===== src/rtl/uart_transmitter.sv =====
// -----------------------------------------------------------------------------
// uart_transmitter
//
// Purpose:
//   Parallel-to-serial UART transmitter. Bytes are queued in a small FIFO and
//   serialised LSB-first as 8N1 frames. The serial timing follows the same
//   oversampled tick as the matching receiver, so every bit lasts OVS ticks.
//
// Build option:
//   UART_TX_PARITY_EN - when defined, an even-parity bit is sent between the
//                       last data bit and the stop bit (11*OVS ticks per
//                       frame). When undefined, the parity logic is not built.
//
// Parameters:
//   FIFO_DEPTH - queued bytes (power of 2, >= 2)
//   OVS        - tx_enb ticks per serial bit
//
// Ports:
//   clk      in   system clock
//   rst      in   asynchronous active-low reset
//   tx_enb   in   oversampling tick, one clk wide
//   wr_en    in   write strobe, pushes data_in when not full
//   data_in  in   byte to transmit
//   ovf_clr  in   clears the sticky overflow flag
//   tx       out  serial line, idle high
//   tx_busy  out  FIFO non-empty or frame in flight
//   tx_full  out  FIFO full, writes are dropped
//   ovf      out  sticky flag: a write was dropped
//
// state  | meaning
// -------+-------------------------------------------------
// IDLE   | line high, waiting for a tick with data queued
// START  | start bit (low) for OVS ticks
// DATA   | data bit shift_q[index_q] for OVS ticks each
// PARITY | even parity of the byte (parity builds only)
// STOP   | stop bit (high), then next frame or IDLE
// -----------------------------------------------------------------------------
module uart_transmitter #(
  parameter int FIFO_DEPTH = 4,
  parameter int OVS        = 16
) (
  input  logic       clk,
  input  logic       rst,
  input  logic       tx_enb,
  input  logic       wr_en,
  input  logic [7:0] data_in,
  input  logic       ovf_clr,
  output logic       tx,
  output logic       tx_busy,
  output logic       tx_full,
  output logic       ovf
);

  localparam int PTR_W = $clog2(FIFO_DEPTH);
  localparam int CNT_W = PTR_W + 1;
  localparam int SMP_W = (OVS > 1) ? $clog2(OVS) : 1;

  localparam logic [CNT_W-1:0] CNT_FULL = CNT_W'(FIFO_DEPTH);
  localparam logic [SMP_W-1:0] SMP_LAST = SMP_W'(OVS - 1);

`ifdef UART_TX_PARITY_EN
  localparam int ST_W = 3;
`else
  localparam int ST_W = 2;
`endif

  localparam logic [ST_W-1:0] ST_IDLE   = ST_W'(0);
  localparam logic [ST_W-1:0] ST_START  = ST_W'(1);
  localparam logic [ST_W-1:0] ST_DATA   = ST_W'(2);
  localparam logic [ST_W-1:0] ST_STOP   = ST_W'(3);
`ifdef UART_TX_PARITY_EN
  localparam logic [ST_W-1:0] ST_PARITY = ST_W'(4);
`endif

  // FIFO storage and bookkeeping
  logic [7:0]       mem_q [FIFO_DEPTH];
  logic [PTR_W-1:0] wr_ptr_q, wr_ptr_d;
  logic [PTR_W-1:0] rd_ptr_q, rd_ptr_d;
  logic [CNT_W-1:0] count_q, count_d;
  logic             full_q;
  logic             ovf_q, ovf_d;
  logic             busy_q;

  // Serialiser
  logic [ST_W-1:0]  state_q, state_d;
  logic [SMP_W-1:0] sample_q, sample_d;
  logic [2:0]       index_q, index_d;
  logic [7:0]       shift_q, shift_d;
  logic             tx_q, tx_d;

  logic push, pop, drop, last_tick, fifo_nempty;

  assign push        = wr_en && !full_q;
  assign drop        = wr_en && full_q;
  assign fifo_nempty = (count_q != '0);
  assign last_tick   = tx_enb && (sample_q == SMP_LAST);

  always_comb begin
    state_d  = state_q;
    sample_d = sample_q;
    index_d  = index_q;
    shift_d  = shift_q;
    pop      = 1'b0;

    case (state_q)
      ST_IDLE: begin
        if (tx_enb && fifo_nempty) begin
          pop      = 1'b1;
          shift_d  = mem_q[rd_ptr_q];
          state_d  = ST_START;
          sample_d = '0;
          index_d  = '0;
        end
      end

      ST_START: begin
        if (last_tick) begin
          sample_d = '0;
          state_d  = ST_DATA;
        end else if (tx_enb) begin
          sample_d = sample_q + 1'b1;
        end
      end

      ST_DATA: begin
        if (last_tick) begin
          sample_d = '0;
          if (index_q == 3'd7) begin
            index_d = '0;
`ifdef UART_TX_PARITY_EN
            state_d = ST_PARITY;
`else
            state_d = ST_STOP;
`endif
          end else begin
            index_d = index_q + 3'd1;
          end
        end else if (tx_enb) begin
          sample_d = sample_q + 1'b1;
        end
      end

`ifdef UART_TX_PARITY_EN
      ST_PARITY: begin
        if (last_tick) begin
          sample_d = '0;
          state_d  = ST_STOP;
        end else if (tx_enb) begin
          sample_d = sample_q + 1'b1;
        end
      end
`endif

      ST_STOP: begin
        if (last_tick) begin
          sample_d = '0;
          index_d  = '0;
          // Chain straight into the next start bit so queued bytes go out
          // without an idle bit between frames.
          if (fifo_nempty) begin
            pop     = 1'b1;
            shift_d = mem_q[rd_ptr_q];
            state_d = ST_START;
          end else begin
            state_d = ST_IDLE;
          end
        end else if (tx_enb) begin
          sample_d = sample_q + 1'b1;
        end
      end

      default: begin
        state_d  = ST_IDLE;
        sample_d = '0;
        index_d  = '0;
      end
    endcase
  end

  // tx is registered from the next state so the line changes on the same
  // edge as the state, e.g. the start bit falls on the clk after the pop.
  always_comb begin
    tx_d = 1'b1;
    case (state_d)
      ST_START:  tx_d = 1'b0;
      ST_DATA:   tx_d = shift_d[index_d];
`ifdef UART_TX_PARITY_EN
      ST_PARITY: tx_d = ^shift_d;
`endif
      default:   tx_d = 1'b1;
    endcase
  end

  always_comb begin
    count_d = count_q;
    if (push && !pop) begin
      count_d = count_q + 1'b1;
    end else if (pop && !push) begin
      count_d = count_q - 1'b1;
    end
  end

  assign wr_ptr_d = push ? wr_ptr_q + 1'b1 : wr_ptr_q;
  assign rd_ptr_d = pop  ? rd_ptr_q + 1'b1 : rd_ptr_q;

  // Set has priority over clear so a drop in the clearing cycle is not lost.
  assign ovf_d = drop ? 1'b1 : (ovf_clr ? 1'b0 : ovf_q);

  always_ff @(posedge clk) begin
    if (push) begin
      mem_q[wr_ptr_q] <= data_in;
    end
  end

  always_ff @(posedge clk or negedge rst) begin
    if (!rst) begin
      wr_ptr_q <= '0;
      rd_ptr_q <= '0;
      count_q  <= '0;
      full_q   <= 1'b0;
      ovf_q    <= 1'b0;
      busy_q   <= 1'b0;
      state_q  <= ST_IDLE;
      sample_q <= '0;
      index_q  <= '0;
      shift_q  <= '0;
      tx_q     <= 1'b1;
    end else begin
      wr_ptr_q <= wr_ptr_d;
      rd_ptr_q <= rd_ptr_d;
      count_q  <= count_d;
      full_q   <= (count_d == CNT_FULL);
      ovf_q    <= ovf_d;
      busy_q   <= (state_d != ST_IDLE) || (count_d != '0);
      state_q  <= state_d;
      sample_q <= sample_d;
      index_q  <= index_d;
      shift_q  <= shift_d;
      tx_q     <= tx_d;
    end
  end

  assign tx      = tx_q;
  assign tx_busy = busy_q;
  assign tx_full = full_q;
  assign ovf     = ovf_q;

endmodule


===== config.mk =====
export PLATFORM = sky130hd
export DESIGN_NAME = uart_transmitter
export DESIGN_NICKNAME = d
export VERILOG_FILES = /design/src/rtl/uart_transmitter.sv
export SDC_FILE = /design/constraint.sdc
export NUM_CORES = 1
export LEC_CHECK = 0
export ABC_AREA = 1
export BUFFER_PORTS_ARGS = -buffer_cell sky130_fd_sc_hd__buf_2
export CAP_MARGIN = 20
export CORE_MARGIN = 10
export CORE_UTILIZATION = 48
export CTS_CLUSTER_SIZE = 8
export DETAILED_ROUTE_END_ITERATION = 7
export HOLD_SLACK_MARGIN = 0.08
export PLACE_DENSITY_LB_ADDON = 0.1
export SKIP_CTS_REPAIR_TIMING = 1
export SYNTH_ARGS = -nofsm -noshare
export SYNTH_HDL_FRONTEND = slang
export SYNTH_SLANG_ARGS = --single-unit

===== constraint.sdc =====
create_clock -name clk -period 2.7 [get_ports clk]
set_clock_uncertainty 0.1 [all_clocks]
set_input_delay 0.54 -clock clk [delete_from_list [all_inputs] [get_ports clk]]
set_output_delay 0.54 -clock clk [all_outputs]
set_load 0.01 [all_outputs]

==> results.cfg <==
[power_and_ir_drop]
vdd_drop_max_v = 0.000481
power_leakage_nw = 1.66
power_density_mw_per_mm2 = 970

[worst_setup_path]
endpoint_kind = flop
crit_path_start_kind = flop
cp.arrival_ns = 2.31
slowest_stage = dfrtp_1
crit_type = flop to flop
worstPathRequired_ns = 2.80
worst-path-max-fanout = 11
cp_num_buf_inv = 1
critPathMaxStageDelay_ns = 0.39
r2r_setup_slack_ns = 0.49
rr_startpoint = sample_q[0]$_DFFE_PN0P_
worstPathCellList = ha_1, nand2_2, nor2_4, nand3_2, nand2_4, nand2_4, nor2_2, inv_1, nand2_2, o21ai_0, nor2_1, nand4_1
cp-startpoint = sample_q[0]$_DFFE_PN0P_
critPathTopFamily = simple AND/OR/NAND/NOR gates

[synthesis]
synth.net_count = 355
ys_warn_count = 0
ys_types = 34
synthArstFlopShare_pct = 46.7
ys_ff_latch = 60
synth_flop_cell = edfxtp_1
synth-edff-count = 32
netlist_area_mm2 = 0.00303
synth_seq_area_share_pct = 54.9
syn-instance-count = 328
syn_area_per_cell_um2 = 9.23

[clock_network]
clk_pin_slew_worst_paths_ns = 0.07
numClockSinks = 60
cts_tree = built
ctsHtreeMaxLevel = 3
root_buffer = clkbuf_8
clk_path_buf_depth = 2
cts_made_buffers = 9
clock_latency_ns = 0.33

[layout]
drive_above_1_share_pct = 16.1
diodes = 0
num-fill-cells = 553
area_growth_pct = 12.6
final_nets = 382

[floorplan]
rows = 28
core_area_mm2 = 0.00603
num_io_pins = 17
fp.dieArea_mm2 = 0.00988
die_w_um = 99.4
die_h_um = 99.4
start_util_pct = 50.2

[placed_design]
dpl_worst_slack_ns = 0.476
gp_congestion = 0.787
port_buffers = 16
dp_hpwl_um = 3800

[route]
vias = 2090
viasPerCell = 4.80
drt_iter0_drc = 59
wire_per_inst_um = 12.3
antenna_left = 0
wl_um = 5350
drc = 0
dr.pass1.iters = 4

[timing]
period_minus_slack_ns = 2.21
max_freq_ghz = 0.453
setup_ws_ns = 0.495
setup_tns_ns = 0
rsz0062_at_grt = false
hold_viol = 0
finalSetupViolations = 0
min_period_over_period_pct = 81.7
slew-limit-headroom_pct = 55.8
tightest_slew_ns = 0.663
drv_slew = 0

[grt]
overflow = 0
grt_pass1_vias = 1981
antenna_found_initial = 0
grt_pass1_wl_um = 9070
grt_max_degree = 29
grt_use_total_pct = 11.3

[status]
status = completed

[run]
drv_cap = 0

[min_path]
hp-class = input port to async pin
per-stage QoR:
| step | hold slack [ns] | cell area (µm²) | util [%] | total power, mW | cells |
|---|---|---|---|---|---|
| detailed placement | 0.365 | 3210 | 53.2 | 2.52 | 419 |
| finish | 0.131 | 3410 | 56.6 | 3.31 | 435 |
| global route | 0.167 | 3410 | 56.6 | 3.59 | 435 |
| floorplan | 0.144 | 3030 | - | 2.21 | 328 |
| global placement | 0.364 | 3210 | 53.2 | 2.50 | 419 |
| CTS | 0.139 | 3410 | 56.6 | 3.35 | 435 |
sequential cells by signal (all words and copies together) (netlist names):
name and cells:
shift_q 8, ovf 1, tx_busy 1, count_q 3, tx 1, wr_ptr_q 2, tx_full 1, index_q 3
sample_q 4, state_q 2, rd_ptr_q 2, mem_q 32
cell families after synthesis:
kind of cell | synth area share [%]
buffers and inverters | 7.65
AND/OR/NAND/NOR | 26.2
adder cells (fa/ha/maj) | 5.79
flip-flops | 54.9
XOR/XNOR | 1.69
multiplexers | 0.331
AO/OA/AOI/OAI | 3.43
worst register-to-register path: stages, from the launching register on:
cell and delay [ns]:
dfrtp_1 0.39, ha_1 0.20, nand2_2 0.09, nor2_4 0.31, nand3_2 0.15, nand2_4 0.15
nand2_4 0.07, nor2_2 0.10, inv_1 0.06, nand2_2 0.09, o21ai_0 0.08, nor2_1 0.17
nand4_1 0.11
worst paths after layout:
path / to / cells past startpoint
max: tx_busy$_DFF_PN0_ / 12
min: index_q[1]$_DFF_PN0_ / 1
max reg2reg: tx_busy$_DFF_PN0_ / 12
min reg2reg: shift_q[7]$_DFF_PN0_ / 2
max in group asynchronous: state_q[1]$_DFF_PN0_ / 1
min in group clk: ovf$_DFFE_PN0P_ / 2
layout make-up:
type                            count  area (µm²)  area share [%]
Clock buffer                       12         155            4.55
Sequential cell                    60        1660            48.8
Timing Repair Buffer               21         118            3.45
Multi-Input combinational cell    210        1130            33.2
Tap cell                           75        93.8            2.75
Inverter                           53         199            5.83
Clock inverter                      4        48.8            1.43
layout by cell type (no fill, tap or decap), drive strengths merged:
master	n
nand2	109
inv	51
edfxtp	32
nand3	30
dfrtp	27
nor2	27
buf	21
ha	14
clkbuf	12
o21ai	7
xor2	5
clkinv	5
a21oi	4
nand4	4
nor3	2
o31ai	2
o22ai	2
mux2i	1
o21a	1
o211ai	1
or2	1
bufinv	1
dfstp	1
Yosys cell counts (3+ instances only):
cell type / instances / share of area, %
edfxtp_1: 32 / 32
nor2_4: 3 / 1.1
xor2_1: 4 / 1.2
ha_1: 14 / 5.8
nand2_2: 7 / 1.4
nand2_4: 4 / 1.5
nor2_1: 23 / 2.9
nand4_1: 4 / 0.83
dfrtp_1: 27 / 22
inv_1: 50 / 6.2
nand3_1: 28 / 4.6
o21ai_0: 5 / 0.83
a21oi_1: 4 / 0.66
nand2_1: 98 / 12
power by group:
group / internal [mW] / switching, mW / total (mW) / leakage, nW
combinational: 0.393 / 0.749 / 1.14 / 0.907
clock: 0.475 / 0.345 / 0.820 / 0.106
sequential: 1.22 / 0.127 / 1.35 / 0.651
total: 2.09 / 1.22 / 3.31 / 1.66
per-layer routing:
layer	track usage, %	part of all wire (%)	vias to the layer above
met5	0	0	-
met4	4.96	2.1	0
met3	4.01	3.7	14
met2	17.3	46	33
met1	14.0	48	951
li1	-	-	1092
Power figures use the tool's default switching activity.
